## src/rtl/tree_spawn_scheduler.sv

```systemverilog
// tree_spawn_scheduler
//   Once-per-frame sequencer for the tree obstacle pool. It decides when a
//   new tree is spawned, which free slot receives it (round-robin), and the
//   random start column. It also parks slots that were hit or left the
//   playfield.
//
// Ports:
//   clk, resetN     system clock, synchronous active-low reset
//   startOfFrame    one-cycle pulse per video frame
//   enable          game running; low freezes spawning (state -> IDLE)
//   random[7:0]     free-running random value
//   collision[N]    per-slot hit pulse
//   offscreen[N]    per-slot "left playfield" level
//   deploy[N]       one-hot, one-cycle spawn pulse
//   remove[N]       one-cycle park pulse per slot
//   initial_x[10:0] spawn column of the most recently deployed slot
//   speed[1:0]      shared scroll speed
//   active[N]       slot-occupied flags
//
// Configuration macro: TREE_SPEEDUP_EN
//   Defined: speed increments every SPAWNS_PER_LEVEL deploys, saturating
//   at 3. Undefined: speed is fixed at SPEED_INIT.
module tree_spawn_scheduler #(
    parameter int NUM_TREES        = 4,
    parameter int MIN_GAP          = 20,
    parameter int X_MIN            = 64,
    parameter int SPAWNS_PER_LEVEL = 8,
    parameter int SPEED_INIT       = 1
) (
    input  logic                 clk,
    input  logic                 resetN,
    input  logic                 startOfFrame,
    input  logic                 enable,
    input  logic [7:0]           random,
    input  logic [NUM_TREES-1:0] collision,
    input  logic [NUM_TREES-1:0] offscreen,
    output logic [NUM_TREES-1:0] deploy,
    output logic [NUM_TREES-1:0] remove,
    output logic [10:0]          initial_x,
    output logic [1:0]           speed,
    output logic [NUM_TREES-1:0] active
);

    localparam int PW = $clog2(NUM_TREES);
    localparam logic [NUM_TREES-1:0] ONE = 1;

    typedef enum logic [1:0] {IDLE, WAIT, SPAWN, FULL} state_t;

    state_t               state;
    logic [5:0]           gap;
    logic [PW-1:0]        ptr;
    logic [PW-1:0]        pick;
    logic                 found;
    int                   j;
    logic                 any_free;
    logic                 gap_hit;
    logic [5:0]           gap_dec;
    logic [NUM_TREES-1:0] hit;
    logic [NUM_TREES-1:0] spawn_bits;

    // Round-robin search for a free slot, starting at ptr. Uses the
    // registered active flags, so a slot freed this cycle is seen next cycle.
    always_comb begin
        found = 1'b0;
        pick  = '0;
        j     = 0;
        for (int k = 0; k < NUM_TREES; k++) begin
            j = int'(ptr) + k;
            if (j >= NUM_TREES) j = j - NUM_TREES;
            if (!found && !active[j]) begin
                found = 1'b1;
                pick  = PW'(j);
            end
        end
    end

    assign any_free = ~&active;
    assign gap_dec  = (gap == 6'd0) ? 6'd0 : gap - 6'd1;
    // The gap is considered expired either when it already sits at 0 or
    // when this frame's decrement brings it there.
    assign gap_hit  = startOfFrame ? (gap <= 6'd1) : (gap == 6'd0);
    // Hits only matter on occupied slots; this also makes a held offscreen
    // level produce a single remove pulse.
    assign hit      = active & (collision | offscreen);
    assign spawn_bits = (state == SPAWN && enable && found) ? (ONE << pick) : '0;

    always_ff @(posedge clk) begin
        if (!resetN) begin
            state     <= IDLE;
            gap       <= 6'(MIN_GAP);
            ptr       <= '0;
            deploy    <= '0;
            remove    <= '0;
            active    <= '0;
            initial_x <= 11'(X_MIN);
        end else begin
            deploy <= spawn_bits;
            remove <= hit;
            // The chosen slot is inactive, so deploy and remove never overlap.
            active <= (active & ~hit) | spawn_bits;
            if (!enable) begin
                state <= IDLE;
            end else begin
                case (state)
                    IDLE: state <= WAIT;
                    WAIT: begin
                        if (startOfFrame) gap <= gap_dec;
                        if (gap_hit) state <= any_free ? SPAWN : FULL;
                    end
                    FULL: if (any_free) state <= SPAWN;
                    SPAWN: begin
                        if (found) begin
                            initial_x <= 11'(X_MIN) + {2'b00, random, 1'b0};
                            ptr       <= (pick == PW'(NUM_TREES - 1)) ? '0 : pick + 1'b1;
                        end
                        gap   <= 6'(MIN_GAP) + {2'b00, random[3:0]};
                        state <= WAIT;
                    end
                    default: state <= IDLE;
                endcase
            end
        end
    end

`ifdef TREE_SPEEDUP_EN
    localparam int CW = (SPAWNS_PER_LEVEL > 1) ? $clog2(SPAWNS_PER_LEVEL) : 1;
    logic [CW-1:0] spawn_cnt;

    // Counts visible deploy pulses, so speed changes one cycle after one.
    always_ff @(posedge clk) begin
        if (!resetN) begin
            spawn_cnt <= '0;
            speed     <= 2'(SPEED_INIT);
        end else if (|deploy) begin
            if (spawn_cnt == CW'(SPAWNS_PER_LEVEL - 1)) begin
                spawn_cnt <= '0;
                if (speed != 2'd3) speed <= speed + 2'd1;
            end else begin
                spawn_cnt <= spawn_cnt + 1'b1;
            end
        end
    end
`else
    assign speed = 2'(SPEED_INIT);
`endif

endmodule
```

## config.mk

```make
export PLATFORM = sky130hd
export DESIGN_NAME = tree_spawn_scheduler
export DESIGN_NICKNAME = d
export VERILOG_FILES = /design/src/rtl/tree_spawn_scheduler.sv
export SDC_FILE = /design/constraint.sdc
export NUM_CORES = 1
export LEC_CHECK = 0
export CAP_MARGIN = 20
export CORE_UTILIZATION = 45
export CTS_CLUSTER_DIAMETER = 60
export CTS_CLUSTER_SIZE = 12
export DETAILED_ROUTE_END_ITERATION = 8
export HOLD_SLACK_MARGIN = 0.03
export PLACE_DENSITY = 0.86
export SLEW_MARGIN = 0
export SYNTH_ARGS = -nofsm -noshare
export SYNTH_HDL_FRONTEND = slang
export SYNTH_SLANG_ARGS = --single-unit
export TNS_END_PERCENT = 5
```

## constraint.sdc

```tcl
create_clock -name clk -period 2.26 [get_ports clk]
set_clock_uncertainty 0.15 [all_clocks]
set_input_delay 0.339 -clock clk [delete_from_list [all_inputs] [get_ports clk]]
set_output_delay 0.339 -clock clk [all_outputs]
set_load 0.1 [all_outputs]
```

==> impl_metrics.py, run 1 <==
metrics = {
    "placed_design": {
        "port_buffers": 40,
        "dpl.cell_count": 254,
        "gp_routability_congestion": 0.875,
        "dpl.hpwl_mm": 2.30,
        "placed_area_um2": 1890,
    },
    "die": {
        "die_width_um": 60.3,
        "die_h_um": 60.3,
        "die_area_um2": 3630,
        "core_um2": 3130,
        "rows": 20,
        "start_util_pct": 48.9,
        "io_pins": 45,
    },
    "clock_network": {
        "cts_buffer_depth": 2,
        "holdBufCountCts": 0,
        "htree_num_levels": 2,
        "cts_root_buffer": "clkbuf_4",
        "numCtsBuffers": 5,
        "post-cts-setup-buffer-count": 0,
        "cts_sinks": 31,
        "clk_latency_ps": 340,
        "cts_tree": "done",
        "clkTransAtPathRegs_ps": 110,
        "cts_resized": 0,
    },
    "global_routing": {
        "grt_pass1_vias": 1158,
        "grt_use_total_pct": 19.2,
        "grt_overflow": 0,
        "antenna_found_initial": 0,
        "grt_first_pass_wirelength_mm": 5.08,
        "grt_max_degree": 34,
    },
    "synth": {
        "synth_edf_count": 0,
        "synth-seq-cells": 31,
        "ys_top_cells_by_area": "dfxtp_1 41%, ha_1 7.4%, nand2_1 6.4%, nor2_1 4.2%, a21boi_1 2.5%",
        "syn_area_um2": 1530,
        "syn_inst": 176,
        "synth_warnings": 0,
        "ys_top_cells_by_count": "31 x dfxtp_1, 26 x nand2_1, 17 x nor2_1",
        "ys.flop_type": "dfxtp_1",
        "synth_top_area_cell": "dfxtp_1",
        "yosysSeqAreaShare_pct": 40.6,
        "async_reset_ff_share_pct": 0,
        "yosysUniqueCellTypes": 46,
        "synth_most_common_cell": "dfxtp_1",
        "synth_top_area_share_pct": 40.6,
        "syn_avg_cell_area_um2": 8.69,
    },
    "routing": {
        "drt_iter0_drc": 37,
        "viasPerCell": 5.19,
        "wirelength_mm": 3.12,
        "avgRoutedWirePerCell_um": 11.9,
        "final_antenna_net_count": 0,
        "drc": 0,
        "drt_first_pass_iters": 4,
        "vias": 1359,
    },
    "layout": {
        "drive_gt1_share_pct": 18.3,
        "fin_cells": 262,
        "n_antenna_cell": 0,
        "final_nets": 246,
        "syn_to_final_growth_pct": 28.6,
        "nFillCells": 284,
        "final_area_um2": 1970,
    },
    "power_and_ir_drop": {
        "ir_drop_mv": 0.270,
        "power_leakage_nw": 0.836,
        "powerDensity_nw_per_um2": 560,
    },
    "timing": {
        "slew_violations": 0,
        "rsz0062_at_grt": "false",
        "timing.setup.tns_ps": 0,
        "setup_viol": 0,
        "fmax_mhz": 575,
        "period_minus_slack_ps": 1740,
        "fin_crit_sh_pct": 77.0,
        "hold_viol_final": 0,
    },
    "job": {
        "cap_violations": 0,
    },
    "setup_path": {
        "cp_num_buf_inv": 1,
        "critPathMaxStageDelay_ps": 370,
        "crit_chain": "or2_1 > a21oi_1 > a221o_1 > inv_1 > ha_1 > a22oi_1 > nor2b_1",
        "arrival_ps": 1840,
        "crit_family": "compound AO/OA/AOI/OAI gates",
        "crit_path_end_kind": "register",
        "cp-start-kind": "register",
        "critPathRequiredTime_ps": 2360,
        "criticalPathCategory": "reg -> reg",
        "crit_fanout": 7,
        "slowest_stage": "dfxtp_2",
    },
    "outcome": {
        "status": "finished clean",
    },
    "worst_hold_path": {
        "hp-class": "reg -> reg",
    },
}
## placed cells by master (no fill, tap or decap), types with 5 or more instances in the layout
cell,n
dfxtp_1,29
nor2_1,17
clkbuf_4,5
inv_1,8
ha_1,9
a21boi_1,5
a21oi_1,7
o21ai_0,5
buf_4,23
clkdlybuf4s50_1,19
nand2_1,26
## cell families after synthesis
logic type	Yosys count	share of synthesized area (%)
adders and majority gates	9	7.37
other	2	0.491
xor gates and xnor gates	1	0.573
AOI/OAI and AO/OA	46	21.2
and+or+nand+nor	69	23.2
DFF	31	40.6
buffers and inverters	18	6.63
## metal layers
| layer | vias to the layer above | global-route usage (%) | part of all wire [%] |
|---|---|---|---|
| li1 | 685 | - | - |
| met1 | 627 | 22.6 | 47 |
| met2 | 43 | 31.9 | 45 |
| met3 | 4 | 6.49 | 6.4 |
| met4 | 0 | 6.98 | 0.74 |
| met5 | - | 0 | 0 |
## final timing paths
check	startpoint	to	slack (ps)	cells past startpoint
setup / recovery	active[0]	active[3]	520	7
hold reg to reg	initial_x[4]	initial_x[4]	310	2
hold / removal	initial_x[4]	initial_x[4]	310	2
setup reg to reg	active[0]	active[3]	520	7
## registers in the layout, summed over array words and instances (netlist names)
signal,flops
deploy,4
active,4
remove,4
ptr,2
state,2
gap,6
initial_x,9
## metrics by stage
step	util [%]	setup WS (ps)	total power [mW]	hold WS (ps)
floorplan	-	6.65	0.631	305
global placement	60.3	431	0.673	292
detailed placement	60.3	337	0.674	301
CTS	62.9	517	1.11	315
global route	62.9	366	1.15	331
finish	62.9	521	1.10	311
## worst reg2reg max path, stage by stage, from the launching register on
cell     delay (ps)
dfxtp_2         370
or2_1           230
a21oi_1         130
a221o_1         220
inv_1            90
ha_1            230
a22oi_1         170
nor2b_1          60
## report_power, final
part	internal (mW)	leakage [nW]	switching, mW	total, mW
combinational	0.0467	0.539	0.0624	0.109
clock	0.233	0.0452	0.208	0.441
sequential	0.549	0.251	0.00361	0.553
total	0.828	0.836	0.274	1.10
## layout make-up
type                    count  area [um^2]  share of cell area, %
clock buffers               5         37.5                   1.91
clock inverters             3         43.8                   2.23
inverters                   8         30.0                   1.53
multi-input cells         129          815                   41.4
flip-flops and latches     31          623                   31.7
well taps                  44         55.1                   2.80
repair buffers             42          363                   18.4
(Power assumes the default switching activity.)
==> run 2: changes to the inputs <==
--- a/config.mk
+++ b/config.mk
@@ -6,12 +6,12 @@
 export NUM_CORES = 1
 export LEC_CHECK = 0
 export CAP_MARGIN = 20
-export CORE_UTILIZATION = 45
+export CORE_UTILIZATION = 42
 export CTS_CLUSTER_DIAMETER = 60
 export CTS_CLUSTER_SIZE = 12
 export DETAILED_ROUTE_END_ITERATION = 8
 export HOLD_SLACK_MARGIN = 0.03
-export PLACE_DENSITY = 0.86
+export PLACE_DENSITY = 0.84
 export SLEW_MARGIN = 0
 export SYNTH_ARGS = -nofsm -noshare
 export SYNTH_HDL_FRONTEND = slang
==> constraint.sdc (replaced) <==
create_clock -name clk -period 1.5 [get_ports clk]
set_clock_uncertainty 0.15 [all_clocks]
set_input_delay 0.225 -clock clk [delete_from_list [all_inputs] [get_ports clk]]
set_output_delay 0.225 -clock clk [all_outputs]
set_load 0.1 [all_outputs]
==> impl_metrics.py, run 2 (synthesis gave the netlist of run 1 again) <==
metrics = {
    "die": {
        "die_area_um2": 3890,
        "start_util_pct": 44.8,
        "die_h_um": 62.3,
        "die_width_um": 62.3,
        "rows": 21,
        "io_pins": 45,
        "core_um2": 3420,
    },
    "routing": {
        "avgRoutedWirePerCell_um": 13.9,
        "wirelength_mm": 4.00,
        "final_antenna_net_count": 0,
        "drt_iter0_drc": 66,
        "drc": 0,
        "vias": 1500,
        "viasPerCell": 5.21,
        "drt_first_pass_iters": 4,
    },
    "clock_network": {
        "numCtsBuffers": 5,
        "clk_latency_ps": 340,
        "cts_root_buffer": "clkbuf_4",
        "htree_num_levels": 2,
        "clkTransAtPathRegs_ps": 100,
        "cts_tree": "done",
        "cts_buffer_depth": 2,
        "cts_sinks": 31,
    },
    "layout": {
        "final_common_cell": "nand2_1",
        "n_antenna_cell": 0,
        "drive_gt1_share_pct": 36.0,
        "final_nets": 270,
        "final_cell_mix": "25 x nand2_1, 24 x buf_4, 23 x dfxtp_1, 23 x buf_12, 19 x clkdlybuf4s50_1",
        "final_area_um2": 2520,
        "nFillCells": 233,
        "reg_top3": "initial_x: 9 flops, gap: 6 flops",
        "largest_reg_flops": 9,
        "largest-register": "initial_x",
        "syn_to_final_growth_pct": 64.9,
    },
    "setup_path": {
        "critPathMaxStageDelay_ps": 360,
        "r2r_start": "active[0]",
        "cp-start-kind": "register",
        "crit_path_end_kind": "register",
        "crit_end": "active[2]",
        "crit_fanout": 4,
        "crit_chain": "or2_4 > and2_4 > o21a_1 > ha_1 > a22oi_2 > nor2b_1",
        "slowest_stage": "dfxtp_4",
        "arrival_ps": 1800,
        "criticalPathCategory": "reg -> reg",
        "r2r-end": "active[2]",
        "reg2regPathDepth": 6,
        "critPathLaunch": "active[0]",
        "rrSetupSlack_ps": -230,
        "critPathRequiredTime_ps": 1580,
    },
    "timing": {
        "hold_viol_final": 0,
        "rsz0062_at_grt": "true",
        "fmax_mhz": 579,
        "setup_viol": 10,
        "timing.setup.tns_ps": -1370,
        "fin_crit_sh_pct": 115,
        "period_minus_slack_ps": 1730,
        "setup_ws_ps": -226,
        "slew_violations": 0,
    },
    "power_and_ir_drop": {
        "powerDensity_nw_per_um2": 589,
        "power_leakage_nw": 1.02,
        "p_total_mw": 1.49,
        "ir_drop_mv": 0.507,
    },
    "placed_design": {
        "dpl.hpwl_mm": 2.85,
        "gp_routability_congestion": 0.832,
        "port_buffers": 40,
        "placed_area_um2": 2350,
    },
    "global_routing": {
        "antenna_found_initial": 0,
        "grt_first_pass_wirelength_mm": 6.65,
        "grt_use_total_pct": 21.9,
        "grt_overflow": 0,
        "grt_max_degree": 34,
        "grt_pass1_vias": 1545,
    },
    "worst_hold_path": {
        "whs_path_depth": 3,
        "hp-class": "in -> reg",
    },
    "outcome": {
        "failed_checks": "setup timing",
        "status": "complete, but fails checks",
    },
    "job": {
        "cap_violations": 0,
    },
}
run 2: worst min path at each step:
stage,end,slack [ps],startpoint
2_1_floorplan,state[0],190,enable
4_1_cts,initial_x[5],280,random[4]
5_1_grt,initial_x[5],310,random[4]
3_3_place_gp,initial_x[9],330,initial_x[9]
6_report,initial_x[5],280,random[4]
3_5_place_dp,initial_x[5],340,initial_x[5]
run 2: critical path: cells and delay by family, from the launching register on:
kind	cells	cell delay (ps)
adders and majority gates	1	220
DFF	1	360
and+or+nand+nor	3	500
AOI/OAI and AO/OA	2	400
run 2: final cells by class:
cell class | instances | area (um^2) | area share, %
inverters | 8 | 30.0 | 1.19
clock inverters | 3 | 15.0 | 0.596
flip-flops and latches | 31 | 641 | 25.4
multi-input cells | 129 | 910 | 36.1
well taps | 46 | 57.6 | 2.28
repair buffers | 66 | 831 | 33.0
clock buffers | 5 | 37.5 | 1.49
run 2: what timing repair did:
| action | CTS | global route |
|---|---|---|
| setup endpoints to repair | 10 | 22 |
| buffers inserted | 2 | 0 |
| pin swaps | 6 | 8 |
| resized for setup | 16 | 15 |
| hold buffers | 0 | 0 |
run 2: routing by layer:
metal / global-route usage, % / share of wire, %
met1: 23.3 / 41
met2: 39.1 / 51
met3: 6.43 / 5.3
met4: 11.3 / 2.5
met5: 0 / 0
run 2: power breakdown:
| part | total [mW] | switching [mW] | internal, mW | leakage, nW |
|---|---|---|---|---|
| Combinational | 0.189 | 0.104 | 0.0853 | 0.730 |
| Clock | 0.471 | 0.297 | 0.174 | 0.0347 |
| Sequential | 0.826 | 0.00589 | 0.820 | 0.255 |
run 2: per-stage QoR:
step	utilization (%)	worst slack (ps)	hold slack (ps)	instances
floorplan	-	-242	191	178
global placement	68.9	-157	327	278
detailed placement	68.9	-234	335	278
CTS	72.6	-182	278	288
global route	73.8	-255	306	288
finish	73.8	-226	284	288
==> run 3: changes to the inputs <==
--- a/config.mk
+++ b/config.mk
@@ -12,6 +12,7 @@
 export DETAILED_ROUTE_END_ITERATION = 8
 export HOLD_SLACK_MARGIN = 0.03
 export PLACE_DENSITY = 0.84
+export SETUP_SLACK_MARGIN = 0.15
 export SLEW_MARGIN = 0
 export SYNTH_ARGS = -nofsm -noshare
 export SYNTH_HDL_FRONTEND = slang
==> impl_metrics.py, run 3 (synthesis gave the netlist of run 1 again) <==
metrics = {
    "die": {
        "rows": 21,
        "io_pins": 45,
        "die_width_um": 62.3,
        "start_util_pct": 44.8,
        "die_area_um2": 3890,
        "core_um2": 3420,
        "die_h_um": 62.3,
    },
    "global_routing": {
        "grt_pass1_vias": 1602,
        "grt_use_total_pct": 23.5,
        "grt_first_pass_wirelength_mm": 7.11,
        "grt_overflow": 0,
        "grt_max_degree": 34,
        "antenna_found_initial": 0,
    },
    "outcome": {
        "status": "complete, but fails checks",
        "failed_checks": "setup timing",
    },
    "power_and_ir_drop": {
        "power_leakage_nw": 1.03,
        "powerDensity_nw_per_um2": 576,
        "ir_drop_mv": 0.517,
        "p_total_mw": 1.51,
    },
    "clock_network": {
        "cts_tree": "done",
        "clkTransAtPathRegs_ps": 100,
        "clk_latency_ps": 340,
        "cts_sinks": 31,
        "htree_num_levels": 2,
        "cts_buffer_depth": 2,
        "numCtsBuffers": 5,
        "cts_root_buffer": "clkbuf_4",
        "holdBufCountCts": 0,
    },
    "timing": {
        "timing.setup.tns_ps": -1400,
        "setup_viol": 10,
        "setup_ws_ps": -236,
        "period_minus_slack_ps": 1740,
        "hold_viol_final": 0,
        "worst_hold_slack_ps": 283,
        "fin_crit_sh_pct": 116,
        "fmax_mhz": 576,
        "rsz0062_at_grt": "true",
        "slew_violations": 0,
    },
    "setup_path": {
        "crit_fanout": 4,
        "r2r-end": "active[2]",
        "rrSetupSlack_ps": -240,
        "cp-start-kind": "register",
        "criticalPathCategory": "reg -> reg",
        "reg2regPathDepth": 6,
        "crit_path_end_kind": "register",
        "arrival_ps": 1810,
        "critPathRequiredTime_ps": 1580,
        "r2r_start": "active[0]",
    },
    "routing": {
        "viasPerCell": 5.32,
        "drt_first_pass_iters": 4,
        "avgRoutedWirePerCell_um": 15.2,
        "wirelength_mm": 4.39,
        "final_antenna_net_count": 0,
        "vias": 1533,
        "drc": 0,
        "drt_iter0_drc": 58,
    },
    "placed_design": {
        "dpl.hpwl_mm": 2.85,
        "port_buffers": 40,
        "place_ws_ps": -234,
        "gp_routability_congestion": 0.832,
        "placed_area_um2": 2350,
        "dpl.cell_count": 278,
    },
    "layout": {
        "drive_gt1_share_pct": 42.6,
        "largest_reg_flops": 9,
        "n_antenna_cell": 0,
        "final_cell_mix": "23 x nand2_1, 23 x buf_12, 19 x clkdlybuf4s50_1",
        "final_nets": 270,
        "fin_cells": 288,
        "reg_top3": "initial_x: 9 flops, gap: 6 flops",
        "post-route-util_pct": 76.5,
        "syn_to_final_growth_pct": 70.9,
        "final_area_um2": 2610,
        "largest-register": "initial_x",
        "nFillCells": 220,
    },
    "worst_hold_path": {
        "whs_path_depth": 3,
        "hp-class": "in -> reg",
        "hold_start": "random[4]",
        "min_to": "initial_x[5]",
    },
    "job": {
        "cap_violations": 0,
    },
}
==> run 3: what timing repair did <==
action | in CTS | in global routing
buffers inserted | 2 | 0
resized for setup | 44 | 14
pin swaps | 28 | 16
setup endpoints to repair | 31 | 36
==> run 3: how the worst max path moves through the flow <==
stage          depth (start not counted)      start        end
2_1_floorplan                          6  active[2]  active[2]
3_3_place_gp                           7  active[0]  active[3]
3_5_place_dp                           7     ptr[0]  active[0]
4_1_cts                                7  active[0]  active[1]
5_1_grt                                7  active[0]  active[1]
6_report                               6  active[0]  active[2]
==> run 3: worst max-delay path: stages (launching register included) <==
cell and delay [ps]:
dfxtp_4 360, or2_4 250, and2_4 170, o21a_1 220, ha_1 210, a22oi_2 170, nor2b_1 80
==> run 3: per-layer routing <==
layer	vias to the layer above	GRT usage (%)	share of wire [%]
li1	736	-	-
met1	731	24.2	39
met2	54	43.4	54
met3	12	6.43	4.6
met4	0	11.9	2.2
met5	-	0	0
==> run 3: area by class of cell <==
| class | instances | area (um^2) | share of cell area (%) |
|---|---|---|---|
| Clock buffer | 5 | 37.5 | 1.44 |
| Clock inverter | 3 | 15.0 | 0.575 |
| Inverter | 8 | 30.0 | 1.15 |
| Multi-Input combinational cell | 129 | 970 | 37.1 |
| Sequential cell | 31 | 649 | 24.9 |
| Tap cell | 46 | 57.6 | 2.20 |
| Timing Repair Buffer | 66 | 853 | 32.7 |
==> run 3: report_power, final <==
| part | switching [mW] | total (mW) | internal [mW] |
|---|---|---|---|
| clock | 0.303 | 0.477 | 0.174 |
| sequential | 0.00672 | 0.825 | 0.819 |
| combinational | 0.112 | 0.204 | 0.0914 |
